`src/rtl/demux12_4bit_stream_ctrl_if.sv`:
```
// rtl/demux12_4bit_stream_ctrl_if.sv - stream handshake bundle for the 1-to-2 demux controller
interface demux12_4bit_stream_ctrl_if #(
    parameter int WIDTH = 4
);
    logic [WIDTH-1:0] x;
    logic             s;
    logic             in_valid;
    logic             in_ready;
    logic [WIDTH-1:0] a;
    logic             a_valid;
    logic             a_ready;
    logic [WIDTH-1:0] b;
    logic             b_valid;
    logic             b_ready;

    modport master (
        output x, s, in_valid, a_ready, b_ready,
        input  in_ready, a, a_valid, b, b_valid
    );

    modport slave (
        input  x, s, in_valid, a_ready, b_ready,
        output in_ready, a, a_valid, b, b_valid
    );
endinterface

```
`src/rtl/demux12_4bit_stream_ctrl.sv`:
```
// rtl/demux12_4bit_stream_ctrl.sv - steers input words to one of two single-slot output channels
module demux12_4bit_stream_ctrl #(
    parameter int WIDTH = 4,
    parameter int CNT_W = 8
) (
    input  logic                            clk_i,
    input  logic                            rst_i,
    input  logic                            mode_i,
    demux12_4bit_stream_ctrl_if.slave       bus_io,
    output logic                            turn_o,
    output logic [CNT_W-1:0]                cnt_a_o,
    output logic [CNT_W-1:0]                cnt_b_o
);
    typedef enum logic {
        ST_EMPTY = 1'b0,
        ST_FULL  = 1'b1
    } ch_state_e;

    ch_state_e        a_st_q, b_st_q;
    logic [WIDTH-1:0] a_q, b_q;
    logic [CNT_W-1:0] cnt_a_q, cnt_a_d, cnt_b_q, cnt_b_d;
    logic             turn_q, turn_d;

    logic tgt, a_free, b_free, in_ready, accept;
    logic load_a, load_b, drain_a, drain_b;

    // A channel can take a word if empty, or if its current word leaves on this same edge.
    always_comb begin
        tgt      = mode_i ? turn_q : bus_io.s;
        drain_a  = (a_st_q == ST_FULL) && bus_io.a_ready;
        drain_b  = (b_st_q == ST_FULL) && bus_io.b_ready;
        a_free   = (a_st_q == ST_EMPTY) || bus_io.a_ready;
        b_free   = (b_st_q == ST_EMPTY) || bus_io.b_ready;
        in_ready = tgt ? b_free : a_free;
        accept   = bus_io.in_valid && in_ready;
        load_a   = accept && !tgt;
        load_b   = accept && tgt;
        cnt_a_d  = drain_a ? cnt_a_q + CNT_W'(1) : cnt_a_q;
        cnt_b_d  = drain_b ? cnt_b_q + CNT_W'(1) : cnt_b_q;
        turn_d   = (accept && mode_i) ? ~turn_q : turn_q;
    end

    always_ff @(posedge clk_i or posedge rst_i) begin
        if (rst_i) begin
            a_st_q  <= ST_EMPTY;
            b_st_q  <= ST_EMPTY;
            a_q     <= '0;
            b_q     <= '0;
            cnt_a_q <= '0;
            cnt_b_q <= '0;
            turn_q  <= 1'b0;
        end else begin
            case (a_st_q)
                ST_EMPTY: if (load_a) a_st_q <= ST_FULL;
                ST_FULL:  if (drain_a && !load_a) a_st_q <= ST_EMPTY;
                default:  a_st_q <= ST_EMPTY;
            endcase
            case (b_st_q)
                ST_EMPTY: if (load_b) b_st_q <= ST_FULL;
                ST_FULL:  if (drain_b && !load_b) b_st_q <= ST_EMPTY;
                default:  b_st_q <= ST_EMPTY;
            endcase
            if (load_a) a_q <= bus_io.x;
            if (load_b) b_q <= bus_io.x;
            cnt_a_q <= cnt_a_d;
            cnt_b_q <= cnt_b_d;
            turn_q  <= turn_d;
        end
    end

    assign bus_io.in_ready = in_ready;
    assign bus_io.a        = a_q;
    assign bus_io.b        = b_q;
    assign bus_io.a_valid  = (a_st_q == ST_FULL);
    assign bus_io.b_valid  = (b_st_q == ST_FULL);
    assign turn_o          = turn_q;
    assign cnt_a_o         = cnt_a_q;
    assign cnt_b_o         = cnt_b_q;
endmodule
```
`src/flat_wrapper.sv`:
```
// flat-port wrapper written by rule: the top's interface ports become plain ports
module demux12_4bit_stream_ctrl_flat 
#(
    parameter int WIDTH = 4,
    parameter int CNT_W = 8
)
  (clk_i, rst_i, mode_i, turn_o, cnt_a_o, cnt_b_o, bus_io_x, bus_io_s, bus_io_in_valid, bus_io_a_ready, bus_io_b_ready, bus_io_in_ready, bus_io_a, bus_io_a_valid, bus_io_b, bus_io_b_valid);
  demux12_4bit_stream_ctrl_if #(.WIDTH(WIDTH)) bus_io_i ();
  input  logic clk_i;
  input  logic rst_i;
  input  logic mode_i;
  output logic turn_o;
  output logic [CNT_W-1:0] cnt_a_o;
  output logic [CNT_W-1:0] cnt_b_o;
  input wire logic [$bits(bus_io_i.x)-1:0] bus_io_x;
  input wire logic [$bits(bus_io_i.s)-1:0] bus_io_s;
  input wire logic [$bits(bus_io_i.in_valid)-1:0] bus_io_in_valid;
  input wire logic [$bits(bus_io_i.a_ready)-1:0] bus_io_a_ready;
  input wire logic [$bits(bus_io_i.b_ready)-1:0] bus_io_b_ready;
  output wire logic [$bits(bus_io_i.in_ready)-1:0] bus_io_in_ready;
  output wire logic [$bits(bus_io_i.a)-1:0] bus_io_a;
  output wire logic [$bits(bus_io_i.a_valid)-1:0] bus_io_a_valid;
  output wire logic [$bits(bus_io_i.b)-1:0] bus_io_b;
  output wire logic [$bits(bus_io_i.b_valid)-1:0] bus_io_b_valid;
  assign bus_io_i.x = bus_io_x;
  assign bus_io_i.s = bus_io_s;
  assign bus_io_i.in_valid = bus_io_in_valid;
  assign bus_io_i.a_ready = bus_io_a_ready;
  assign bus_io_i.b_ready = bus_io_b_ready;
  assign bus_io_in_ready = bus_io_i.in_ready;
  assign bus_io_a = bus_io_i.a;
  assign bus_io_a_valid = bus_io_i.a_valid;
  assign bus_io_b = bus_io_i.b;
  assign bus_io_b_valid = bus_io_i.b_valid;
  demux12_4bit_stream_ctrl #(.WIDTH(WIDTH), .CNT_W(CNT_W)) u_core (.clk_i(clk_i), .rst_i(rst_i), .mode_i(mode_i), .bus_io(bus_io_i), .turn_o(turn_o), .cnt_a_o(cnt_a_o), .cnt_b_o(cnt_b_o));
endmodule
```
`config.mk`:
```
export PLATFORM = sky130hd
export DESIGN_NAME = demux12_4bit_stream_ctrl_flat
export DESIGN_NICKNAME = d
export VERILOG_FILES = /design/src/rtl/demux12_4bit_stream_ctrl_if.sv /design/src/rtl/demux12_4bit_stream_ctrl.sv /design/src/flat_wrapper.sv
export SDC_FILE = /design/constraint.sdc
export NUM_CORES = 1
export LEC_CHECK = 0
export BUFFER_PORTS_ARGS = -buffer_cell sky130_fd_sc_hd__buf_2
export CAP_MARGIN = 20
export CORE_UTILIZATION = 48
export CTS_BUF_LIST = sky130_fd_sc_hd__clkbuf_8
export DETAILED_ROUTE_END_ITERATION = 16
export GPL_ROUTABILITY_DRIVEN = 1
export GPL_TIMING_DRIVEN = 1
export PLACE_DENSITY = 0.82
export SYNTH_ARGS = -nofsm -noshare
export SYNTH_HDL_FRONTEND = slang
export SYNTH_SLANG_ARGS = --single-unit
```
`constraint.sdc`:
```
create_clock -name clk_i -period 1.6 [get_ports clk_i]
set_clock_uncertainty 0.2 [all_clocks]
set_input_delay 0.16 -clock clk_i [delete_from_list [all_inputs] [get_ports clk_i]]
set_output_delay 0.16 -clock clk_i [all_outputs]
set_load 0.01 [all_outputs]
```
## Word level (Yosys, flattened, before mapping)

Index checks and enable logic that the tools add are counted.

- Add/sub/neg operators: 2
- Multipliers: 0
- Divide/modulo/power cells: 0
- Order comparisons: 0
- Equal/unequal tests: 0
- Shift operators: 0
- Muxes and demuxes: 8
- Bitwise logic cells: 3
- Reduce and logical (&&, ||, !) cells: 13

Operator list:

| cell | count |
|---|---|
| 8-bit by 1-bit adder with 8-bit output, second input constant | 2 |
| 1-bit logical AND | 8 |
| 1-bit two-way mux | 6 |
| 1-bit case mux with 2 select lines | 2 |
| 1-bit logical NOT | 3 |
| 1-bit inverter | 3 |
| 1-bit logical OR | 2 |

- Flip-flop bits (word level): 27
- Latch bits: 0
- Memory bits (writable): 0
- ROM bits: 0
- Bits of input ports: 11
- Output and inout port bits: 28
- Logic and storage cells: 33
- Memories kept: 0

## Logic depth before layout (Yosys ltp)

- Word-level depth: 9
- Gate-level depth with buffers: 4

## Worst setup path after synthesis

No wires, ideal clock.

- Path kind: register to register
- Start: register u_core.turn_q, in the netlist u_core.turn_o
- End: register u_core.b_q[0], in the netlist u_core.bus_io.b[0]
- Setup time: 0.125 ns
- Data arrival time: 1.149 ns
- Data required time: 1.275 ns
- Setup slack: 0.126 ns
- Cell stages (with the launch flop): 4
- Clock period less this slack: 1.474 ns
- Cell sequence: dfrtp_1 mux2i_2 nand3b_4 mux2_4

- Word-level cells in the longest chain between the ends: 4

RTL lines:

| what | RTL line | text |
|---|---|---|
| from (decl) | demux12_4bit_stream_ctrl.sv:22 | `logic turn_q, turn_d;` |
| from (signal assigned) | demux12_4bit_stream_ctrl.sv:67 | `turn_q <= turn_d;` |
| 1-bit two-way mux (*) | demux12_4bit_stream_ctrl.sv:29 | `tgt = mode_i ? turn_q : bus_io.s;` |
| 1-bit two-way mux | demux12_4bit_stream_ctrl.sv:34 | `in_ready = tgt ? b_free : a_free;` |
| 1-bit logical AND | demux12_4bit_stream_ctrl.sv:35 | `accept = bus_io.in_valid && in_ready;` |
| 1-bit logical AND (*) | demux12_4bit_stream_ctrl.sv:37 | `load_b = accept && tgt;` |
| to (signal assigned) | demux12_4bit_stream_ctrl.sv:64 | `if (load_b) b_q <= bus_io.x;` |
| to (decl) | demux12_4bit_stream_ctrl.sv:20 | `logic [WIDTH-1:0] a_q, b_q;` |

Mark *: on every way between the ends. The rest lies on a longest branch, timed or not.
A chain may end at the register's enable or synchronous reset.

## Worst setup path in the final report

- Start: register u_core.turn_q, in the netlist u_core.turn_o
- End: output bus_io_in_ready

- Word-level cells in the longest chain between the ends: 2

RTL lines:

| what | RTL line | text |
|---|---|---|
| 1-bit two-way mux | demux12_4bit_stream_ctrl.sv:29 |  |
| 1-bit two-way mux | demux12_4bit_stream_ctrl.sv:34 |  |
| to (decl) | flat_wrapper.sv:20 | `output wire logic [$bits(bus_io_i.in_ready)-1:0] bus_io_in_ready;` |

Every way passes these cells.

==> qor.csv <==
metric,value,unit
peakVddDrop,0.000911,V
synth_top_area_cell,dfrtp_1,
cts_tree,done,
m1WireLength,968,um
fin_crit,1710,ps
r2r-start,u_core.turn_o,
cp_slowest_cell,dfrtp_1,
start_util,51.6,%
grt_pass1_wl,3790,um
place_congestion,0.705,
multiInputGateArea,477,um2
power_leakage,0.798,nW
met2WireLength,1240,um
final_layout_size_suffix_gt1_share,41.4,%
avgSynthCellArea,13.4,um2
layout_commonest_cell,buf_2,
finalSetupTns,-109,ps
path_class,reg2out,
dp_hpwl,1610,um
ys_types,20,
ff2ff_path_depth,4,
core_area,2230,um2
design.die.area,2600,um2
port-buffer-count,38,
worstHoldPathCells,3,
relSlewSlack,77.7,%
ys_seq_area_share,58.6,%
wl_met3,85,um
p_total,2.24,mW
post-route-util,69.2,%
yosys_register_bits,27,
clockBufferDepth,2,
highest_layer,met4,
die_w,51.0,um
rsz0062_at_grt,yes,
critPathCaptureType,output port,
mostFrequentLayoutCells,"buf_2 (37), dfrtp_1 (27), nand2_1 (12), xnor2_1 (10), dlygate4sd3_1 (9)",
cts_htree_levels,1,
ys_top_cells_by_area,"dfrtp_1 (59%), xnor2_1 (7.6%), mux2_2 (6.8%), mux2_4 (5.2%), nand2_1 (3.9%)",
synth_area,1150,um2
drt_iter0_markers,7,
place_ws,80.1,ps
clk_latency,270,ps
synth_cells,86,
status,finished with violations,
grtUsageTotal,20.4,%
critPathLaunch,u_core.turn_o,
grt_pass1_vias,869,
setup_slack,-109,ps
dr_total_vias,848,
first_pass_iters,4,
synth_top_area_share,58.6,%
syn-num-nets,99,
root_buffer,clkbuf_8,
fillers,196,
die_y,51.0,um
drt-total-wl,2340,um
syn2layout_area_growth,34.1,%
clkTransAtPathRegs,90,ps
finalMaxSlewViolations,0,
violations,setup timing,
cpPeakStageDelay,420,ps
fin_crit_sh,107,%
setup_violations,1,
io_pins,39,
required,1240,ps
num_rows,17,
path_cells,mux2i_2 -> mux2_4 -> buf_6,
placed_cell_area,1390,um2
hp-class,in2reg,
antenna_left,0,
viasPerCell,5.05,
num_antenna_cells,0,
worst_pin_slew,334,ps
drc,0,
yosysWarnings,0,
startpoint_type,flip-flop,
stdcell_area,1550,um2
timing.fmax,585,MHz
overflow,0,
cts.sinks,27,
crit_fanout,3,
hp-start,bus_io_a_ready,
nNetsFinal,154,
regArea,676,um2
wire_per_inst,13.9,um
hold_viol,0,
grt_max_degree,28,
p_per_area,1450,nW/um2
worstPathArrival,1350,ps
antenna_found_initial,0,
cts-buffers-inserted,3,
cap_violations,0,
Yosys cell counts:
cell type	number
mux2i_2	1
nand3_2	1
nand3_1	2
and3_1	2
a41oi_1	1
and4_1	2
mux2_4	4
nand3b_4	1
xor2_1	4
a31oi_1	1
nor3_1	2
nor2_1	2
xnor2_1	10
nand4_1	2
nand2b_1	2
nand2_1	12
inv_1	1
mux2_2	7
dfrtp_1	27
ha_1	2
logic make-up after synthesis:
kind of cell    synth area share (%)
mux                             13.2
fa+ha+maj                       2.17
compound gates                  1.30
flops                           58.6
xor+xnor                        10.6
simple gates                    13.7
buf+inv                        0.325
state kept, by name (all words and copies together) (netlist names):
name                   count
u_core.bus_io.a_valid      1
u_core.bus_io.b            4
u_core.turn_o              1
u_core.cnt_a_o             8
u_core.bus_io.b_valid      1
u_core.cnt_b_o             8
u_core.bus_io.a            4
critical path: cells and delay by family (launching register included):
kind                   cells  cell delay, ps
buffers and inverters      1             120
multiplexers               2             540
flip-flops                 1             420
stage by stage:
stage,instances,hold WS [ps]
2_1_floorplan,86,12.7
3_3_place_gp,153,27.3
3_5_place_dp,153,44.4
4_1_cts,167,18.8
5_1_grt,168,52.2
6_report,168,50.4
repair_timing:
| item | CTS | global route |
|---|---|---|
| hold buffers | 9 | 0 |
| gates cloned | 0 | 0 |
| gates resized for setup | 2 | 0 |
| endpoints found under the setup margin | 1 | 9 |
| buffers inserted | 1 | 1 |
| hold endpoints to repair | 38 | 0 |
final timing paths:
path                                           end  slack, ps
max in group asynchronous       u_core.bus_io.a[0]        660
worst min register to register   u_core.cnt_a_o[7]        270
worst min-delay path             u_core.cnt_a_o[2]         50
min in group asynchronous        u_core.cnt_a_o[6]        290
worst max register to register  u_core.bus_io.b[1]         10
worst max-delay path               bus_io_in_ready       -110
metal layers:
metal	track usage (%)	up-vias
met4	10.2	0
met1	24.1	411
met2	36.0	28
met5	0	-
met3	2.98	5
li1	-	404
power breakdown:
part | internal (mW) | leakage [nW] | switching [mW]
logic | 0.418 | 0.435 | 0.352
registers | 0.892 | 0.336 | 0.197
clock network | 0.172 | 0.0269 | 0.206
area by class of cell:
type | count | area share [%]
flip-flops and latches | 27 | 43.7
multi-input cells | 58 | 30.9
repair buffers | 50 | 20.0
clock buffers | 3 | 2.67
well taps | 28 | 2.27
clock inverters | 1 | 0.243
inverters | 1 | 0.243
No activity file was read; power rests on OpenSTA's default activity.
